### config.mk
export PLATFORM = sky130hd
export DESIGN_NAME = stdmacro_rrarb_slice
export DESIGN_NICKNAME = d
export VERILOG_FILES = /design/src/rtl/stdmacro_rrarb_slice_pkg.sv /design/src/rtl/std_dffran.sv /design/src/rtl/stdmacro_rrarb_slice_pick.sv /design/src/rtl/stdmacro_rrarb_slice.sv
export SDC_FILE = /design/constraint.sdc
export NUM_CORES = 1
export LEC_CHECK = 0
export CAP_MARGIN = 40
export CORE_ASPECT_RATIO = 0.9
export CORE_UTILIZATION = 38
export DETAILED_ROUTE_END_ITERATION = 7
export GPL_TIMING_DRIVEN = 0
export PLACE_DENSITY_LB_ADDON = 0.2
export SETUP_SLACK_MARGIN = 0.2
export SYNTH_ARGS = -nofsm -noshare
export SYNTH_HDL_FRONTEND = slang
export SYNTH_SLANG_ARGS = --single-unit
### constraint.sdc
create_clock -name clk -period 3.33 [get_ports clk]
set_clock_uncertainty 0.1 [all_clocks]
set_input_delay 0.333 -clock clk [delete_from_list [all_inputs] [get_ports clk]]
set_output_delay 0.333 -clock clk [all_outputs]
set_load 0.02 [all_outputs]
### src/rtl/stdmacro_rrarb_slice_pkg.sv
// Shared constants and elaboration-time helpers for the round-robin arbiter slice.
package stdmacro_rrarb_slice_pkg;

    localparam int DEF_NUM_REQ    = 4;
    localparam int DEF_DATA_WIDTH = 32;
    localparam int DEF_SRC_WIDTH  = 2;

    function automatic int clog2(input int value);
        int result;
        result = 0;
        for (int i = 0; i < 31; i++) begin
            if ((1 << result) < value) begin
                result = result + 1;
            end
        end
        return result;
    endfunction

    // The source index must be able to name every requester.
    function automatic bit params_ok(input int num_req, input int src_width);
        return (num_req >= 2) && (num_req <= 16) && (src_width >= clog2(num_req));
    endfunction

endpackage

### src/rtl/std_dffran.sv
// Register cell with asynchronous active-low reset to a parameterised value.
module std_dffran #(
    parameter int               WIDTH   = 1,
    parameter logic [WIDTH-1:0] RST_VAL = '0
) (
    input  logic             clk,
    input  logic             aresetn,
    input  logic [WIDTH-1:0] d,
    output logic [WIDTH-1:0] q
);

    always_ff @(posedge clk or negedge aresetn) begin
        if (!aresetn) begin
            q <= RST_VAL;
        end else begin
            q <= d;
        end
    end

endmodule

### src/rtl/stdmacro_rrarb_slice_pick.sv
// Rotating-priority picker: first set request at or above ptr, wrapping to index 0.
module stdmacro_rrarb_pick #(
    parameter int NUM_REQ   = 4,
    parameter int SRC_WIDTH = 2
) (
    input  logic [NUM_REQ-1:0]   req,
    input  logic [SRC_WIDTH-1:0] ptr,
    output logic [NUM_REQ-1:0]   gnt,
    output logic [SRC_WIDTH-1:0] gnt_idx,
    output logic                 any
);

    logic [2*NUM_REQ-1:0] dbl;
    logic [2*NUM_REQ-1:0] masked;
    int                   sel;

    // Upper copy supplies the wrapped-around candidates below ptr.
    assign dbl = {req, req};

    generate
        for (genvar gi = 0; gi < 2*NUM_REQ; gi++) begin : g_mask
            assign masked[gi] = dbl[gi] & (gi >= int'(ptr));
        end
    endgenerate

    always_comb begin
        sel = 0;
        for (int j = 2*NUM_REQ-1; j >= 0; j--) begin
            if (masked[j]) begin
                sel = j;
            end
        end
    end

    assign any     = |req;
    assign gnt_idx = (sel >= NUM_REQ) ? SRC_WIDTH'(sel - NUM_REQ) : SRC_WIDTH'(sel);

    generate
        for (genvar gi = 0; gi < NUM_REQ; gi++) begin : g_gnt
            assign gnt[gi] = any & (gnt_idx == SRC_WIDTH'(gi));
        end
    endgenerate

endmodule

### src/rtl/stdmacro_rrarb_slice.sv
// N-input round-robin arbiter feeding a one-entry registered output slot.
module stdmacro_rrarb_slice
    import stdmacro_rrarb_slice_pkg::*;
#(
    parameter int NUM_REQ    = DEF_NUM_REQ,
    parameter int DATA_WIDTH = DEF_DATA_WIDTH,
    parameter int SRC_WIDTH  = DEF_SRC_WIDTH
) (
    input  logic                          clk,
    input  logic                          aresetn,
    input  logic [NUM_REQ-1:0]            req_valid,
    output logic [NUM_REQ-1:0]            req_ready,
    input  logic [NUM_REQ*DATA_WIDTH-1:0] req_data,
    output logic                          out_valid,
    input  logic                          out_ready,
    output logic [DATA_WIDTH-1:0]         out_data,
    output logic [SRC_WIDTH-1:0]          out_src
);

    generate
        if (!params_ok(NUM_REQ, SRC_WIDTH)) begin : g_param_check
            $error("stdmacro_rrarb_slice: illegal NUM_REQ/SRC_WIDTH combination");
        end
    endgenerate

    logic [SRC_WIDTH-1:0]  ptr_reg, ptr_next;
    logic                  valid_reg, valid_next;
    logic [DATA_WIDTH-1:0] data_reg, data_next;
    logic [SRC_WIDTH-1:0]  src_reg, src_next;

    logic [NUM_REQ-1:0]    gnt;
    logic [SRC_WIDTH-1:0]  gnt_idx;
    logic [SRC_WIDTH-1:0]  next_idx;
    logic                  any;
    logic                  load;
    logic                  xfer;
    logic [DATA_WIDTH-1:0] payload [NUM_REQ];
    logic [DATA_WIDTH-1:0] sel_data;

    stdmacro_rrarb_pick #(
        .NUM_REQ   (NUM_REQ),
        .SRC_WIDTH (SRC_WIDTH)
    ) u_pick (
        .req     (req_valid),
        .ptr     (ptr_reg),
        .gnt     (gnt),
        .gnt_idx (gnt_idx),
        .any     (any)
    );

    // Reset gates load so no requester sees ready while the slot is held cleared.
    assign load      = aresetn & (~valid_reg | out_ready);
    assign xfer      = load & any;
    assign req_ready = gnt & {NUM_REQ{load}};

    generate
        for (genvar gi = 0; gi < NUM_REQ; gi++) begin : g_payload
            assign payload[gi] = req_data[gi*DATA_WIDTH +: DATA_WIDTH];
        end
    endgenerate

    always_comb begin
        sel_data = '0;
        for (int i = 0; i < NUM_REQ; i++) begin
            sel_data = sel_data | (payload[i] & {DATA_WIDTH{gnt[i]}});
        end
    end

    assign next_idx = (gnt_idx == SRC_WIDTH'(NUM_REQ-1)) ? '0 : gnt_idx + 1'b1;

    always_comb begin
        valid_next = load ? any : valid_reg;
        data_next  = xfer ? sel_data : data_reg;
        src_next   = xfer ? gnt_idx : src_reg;
        ptr_next   = xfer ? next_idx : ptr_reg;
    end

    std_dffran #(.WIDTH(SRC_WIDTH)) u_ptr (
        .clk(clk), .aresetn(aresetn), .d(ptr_next), .q(ptr_reg)
    );
    std_dffran #(.WIDTH(1)) u_valid (
        .clk(clk), .aresetn(aresetn), .d(valid_next), .q(valid_reg)
    );
    std_dffran #(.WIDTH(DATA_WIDTH)) u_data (
        .clk(clk), .aresetn(aresetn), .d(data_next), .q(data_reg)
    );
    std_dffran #(.WIDTH(SRC_WIDTH)) u_src (
        .clk(clk), .aresetn(aresetn), .d(src_next), .q(src_reg)
    );

    assign out_valid = valid_reg;
    assign out_data  = data_reg;
    assign out_src   = src_reg;

endmodule

---- Word-level counts from Yosys, hierarchy flattened ----
Index checks and enable logic that the tools add are counted.
Widths: inputs -> output; s select.
storage, ports and cells
  bits in registers ....................... 37
  bits of input ports ..................... 135
  output and inout bits ................... 39
  word-level logic and storage cells ...... 43
cells by class
  $add $sub $neg .......................... 2
  $lt $le $gt $ge ......................... 4
  eq/ne operators ......................... 3
  multiplexer cells ....................... 9
  bitwise gates (word level) .............. 19
  reductions and logical operators ........ 2
operators with widths
  cell                 number
  $mux 32              6
  $and 32x32->32       4
  $or 32x32->32        3
  $ge 32x4->1 const B  1
  $and 1x1->1          9
  $and 4x4->4          1
  $eq 2x2->1 const B   2
  $ge 1x2->1 const A   2
  $mux 2               2
  $reduce_or 4->1      1
  $mux 3               1
  $add 2x1->2 const B  1
  $eq 2x1->1 const B   1
  $ge 2x2->1 const A   1
  $logic_not 2->1      1
  $sub 2x1->2 const B  1
  $not 1->1            1
  $or 1x1->1           1

---- Logic depth before layout (Yosys ltp) ----
  depth in word-level cells ............... 15
  mapped depth ............................ 9
  mapped depth without buffers ............ 7

---- Hierarchy ----
A second synthesis with hierarchy kept.
unflattened totals
  cell total of the unflattened synthesis .. 229
  area, all modules ....................... 2434.8 um^2
modules (own cells, without submodules)
  module                  times used  cells each  area an instance (um^2)  seq. area each (um^2)
  stdmacro_rrarb_slice    1           161         1321.3                   0.0
  std_dffran (u_data)     1           32          800.8                    800.8
  stdmacro_rrarb_pick     1           31          187.7                    0.0
  std_dffran (u_ptr ...)  2           2           50.0                     50.0
  std_dffran (u_valid)    1           1           25.0                     25.0

---- Least setup slack after synthesis ----
OpenSTA, ideal clock, no wires.
  path type ............................... input to output
  from .................................... in req_valid[2]
  to ...................................... out req_ready[1]
  arrival ................................. 1902 ps
  required time ........................... 2897 ps
  path slack .............................. 995 ps
  cell stages on the path ................. 8
  buffers on the path ..................... 2
  cell sequence ........................... nor2b_1 -> a221oi_1 -> or2_1 -> ha_1 -> clkbuf_1 -> clkbuf_1 -> inv_1 -> nor2_1
on the way
  longest elaborated chain between the ends .. 12
  elaborated cells on any way between the ends .. 15
  classes of those cells .................. 1 x add/sub; 1 x order compare; 1 x eq/ne; 8 x mux; 3 x bitwise; 1 x reduce/logical
RTL lines
  element                                     line                             text
  from (decl)                                 stdmacro_rrarb_slice.sv:11       input logic [NUM_REQ-1:0] req_valid,
  $mux 3                                      stdmacro_rrarb_slice_pick.sv:29  if (masked[j]) begin
  $mux 32 (6 in series)                       stdmacro_rrarb_slice_pick.sv:29
  $ge 32x4->1 or $sub 2x1->2 (tied branches)  stdmacro_rrarb_slice_pick.sv:36  assign gnt_idx = (sel >= NUM_REQ) ? SRC_WIDTH'(sel - NUM_REQ) : SRC_WIDTH'(sel);
  $mux 2                                      stdmacro_rrarb_slice_pick.sv:36
  $eq 2x1->1                                  stdmacro_rrarb_slice_pick.sv:40  assign gnt[gi] = any & (gnt_idx == SRC_WIDTH'(gi));
  $and 1x1->1 (*)                             stdmacro_rrarb_slice_pick.sv:40
  $and 4x4->4 (*)                             stdmacro_rrarb_slice.sv:54       assign req_ready = gnt & {NUM_REQ{load}};
  to (decl)                                   stdmacro_rrarb_slice.sv:12       output logic [NUM_REQ-1:0] req_ready,
Mark *: on every way between the ends. The rest lies on a longest branch, timed or not.

---- Final worst setup path ----
Ends and elaborated chain as after synthesis.

==> qor.txt <==
outcome -> complete, no violations
Pwr Total -> 3.01 mW
finished layout cell area -> 4360 sq um
Slew headroom -> 63.1%
Initial Util -> 39.2%
Sw Ratio -> 38.4%
setup violators final -> 0
syn nets -> 366
I/O Buffers -> 173
CTS tree -> yes
clock sink total -> 37
DRT met1 WL -> 3400 microns
die area -> 6600 sq um
CP Data Arrival Time -> 2.56 ns
largest net degree at the start of global routing -> 38
crit-path max FO -> 10
Routed Antenna Nets -> 0
TritonCTS Buffers -> 5
worst-margin pin slew -> 0.554 ns
vias per cell -> 5.24
vias in the first global route -> 2582
metal3 WL -> 616 microns
DRT Pass-1 Iters -> 5
clk_lat worst skew -> 0.28 ns
routability cong. -> 0.792
highest metal used -> met4
startpoint types -> primary input
H-tree levels -> 2
final std cells w/o fill -> 482
most frequent cells in the layout -> clkdlybuf4s50_1, a22oi_1, dfrtp_1
total track usage -> 24.8%
Final Max Slew Viols -> 0
I/O pin total -> 174
part of the power in the clock network -> 11.2%
Max Fclk -> 334 MHz
Power Dens Cells -> 692 nW/um^2
synthesized area -> 2390 sq um
final worst-path cycle share -> 90.0%
number of setup buffers added after CTS -> 0
most common cell after layout, fill and taps aside -> clkdlybuf4s50_1
syn_area_per_cell -> 10.5 sq um
Via Count -> 2527
Core Region -> 6080 sq um
dpl cell area -> 4220 sq um
area grow syn2layout -> 82.5%
placed cell count -> 473
CP required -> 2.90 ns
number of antenna violations at the first check in global routing -> 0
overall die width -> 85.5 microns
reg-to-reg slack, setup -> 0.70 ns
DP Worst Slack -> -0.443 ns
# diodes -> 0
final core area utilization -> 71.6%
Comb pwr share -> 62.6%
fin nets -> 548
WL met2 -> 4100 microns
WL per Instance -> 16.9 microns
synthesis warning total -> 0
worst setup margin -> 0.333 ns
row count -> 27
Die Span Y -> 77.2 microns
Sw Pwr -> 1.16 mW
CTS clk-pin slew, worst paths -> 0.07 ns
register area share after synthesis -> 38.8%
Gate Count Post-Synth -> 227
leak pwr -> 1.94 nW
Final Hold Vio Count -> 0
total grt overflow -> 0
DRC violations left -> 0
CTS Root Cell -> clkbuf_8
synth unique cells -> 24
Setup crit end kind -> output pin
CP Class -> in2out
Max Cap Viol -> 0
ratio of cells with drive above 1 in the final layout -> 14.4%
Period minus WS final -> 3.00 ns
#FFs+latches synth -> 37
Final HPWL DP -> 6230 microns
Seq pwr share -> 26.2%
unrepaired setup endpoints after global routing -> true
initial drt markers -> 97
Int Power -> 1.86 mW
first-pass GRT wire length -> 12800 microns
HP Class -> in2async
maximum VDD drop -> 0.341 mV
Routed WL -> 8150 microns
clk buf depth -> 2
[cell type report]
class                           count  area, sq um
Clock buffer                        7         96.3
Fill cell                         471         1730
Inverter                            7         26.3
Multi-Input combinational cell    162         1330
Tap cell                           72         90.1
Clock inverter                      1         5.00
Sequential cell                    37          926
Buffer                             21          133
Timing Repair Buffer              175         1750
[cells in the mapped netlist]
cell type | number | share of area [%]
o41ai_1 | 1 | 0.37
nor4_2 | 1 | 0.52
inv_1 | 7 | 1.1
o31ai_1 | 4 | 1.3
or3_1 | 2 | 0.52
ha_1 | 4 | 2.1
nor3_1 | 1 | 0.21
nor2_1 | 7 | 1.1
clkbuf_1 | 16 | 2.5
nor2b_1 | 2 | 0.52
o41a_1 | 1 | 0.47
buf_6 | 4 | 1.9
mux2i_1 | 1 | 0.42
a22oi_1 | 64 | 20
mux2_1 | 1 | 0.47
nand2_1 | 34 | 5.3
dfrtp_1 | 37 | 39
o21ai_0 | 1 | 0.21
buf_4 | 1 | 0.31
nand2b_1 | 2 | 0.52
mux2_4 | 32 | 20
a21oi_1 | 2 | 0.42
or2_1 | 1 | 0.26
a221oi_1 | 1 | 0.37
[flip-flops by register name, indices dropped and copies added, names as in the netlist]
signal,cells
u_data.q,32
u_ptr.q,2
u_src.q,2
u_valid.q,1
[through the flow]
stage,TNS [ns],hold WS [ns]
after floorplan,0,-0.0626
after global placement,-14.46,0.375
after detailed placement,-1.27,0.0322
after CTS,0,0.274
after global routing,0,0.261
final,0,0.282
[cell families after synthesis]
logic type | count (synthesis) | synth area share, %
muxes | 34 | 21.0
and+or+nand+nor | 50 | 9.02
AOI/OAI and AO/OA | 74 | 23.2
adders and majority gates | 4 | 2.10
buffers and inverters | 28 | 5.82
DFF | 37 | 38.8
[power by group through the flow]
stage / clock network, mW / logic, mW / registers (mW)
after floorplan: 0 / 0.801 / 1.04
after global placement: 0 / 1.84 / 0.783
after detailed placement: 0 / 1.87 / 0.794
after CTS: 0.346 / 1.90 / 0.789
after global routing: 0.371 / 2.02 / 0.814
final: 0.338 / 1.89 / 0.789
[repair_timing]
action | in CTS | in global routing
setup endpoints to repair | 4 | 3
gates resized for setup | 18 | 4
endpoints found under the hold margin | 37 | 0
pin swaps | 0 | 0
hold buffers | 1 | 0
[metal layers]
layer	vias to the layer above	GRT usage, %
li1	1212	-
met1	1200	29.5
met2	111	45.4
met3	4	6.24
met4	0	4.00
met5	-	0
[path summary, 6_finish.rpt]
kind | to | cells after the start | start
max | req_ready[1] | 10 | req_valid[2]
min | u_data.q[12]$_DFFE_PN0P_ | 2 | aresetn
max reg2reg | u_data.q[25]$_DFFE_PN0P_ | 9 | u_ptr.q[1]$_DFFE_PN0P_
min reg2reg | u_data.q[7]$_DFFE_PN0P_ | 1 | u_data.q[7]$_DFFE_PN0P_
max in group asynchronous | u_data.q[16]$_DFFE_PN0P_ | 3 | aresetn
min in group clk | u_data.q[7]$_DFFE_PN0P_ | 1 | u_data.q[7]$_DFFE_PN0P_
[critical path, stage by stage]
cell and delay (ns):
clkdlybuf4s50_1 0.50, nor2b_1 0.19, a221oi_2 0.32, or2_1 0.18, ha_1 0.14, clkbuf_2 0.19, buf_4 0.23, inv_1 0.05
nor2_1 0.09, dlygate4sd2_1 0.33
Note: power is estimated with default switching activity, not from simulation.
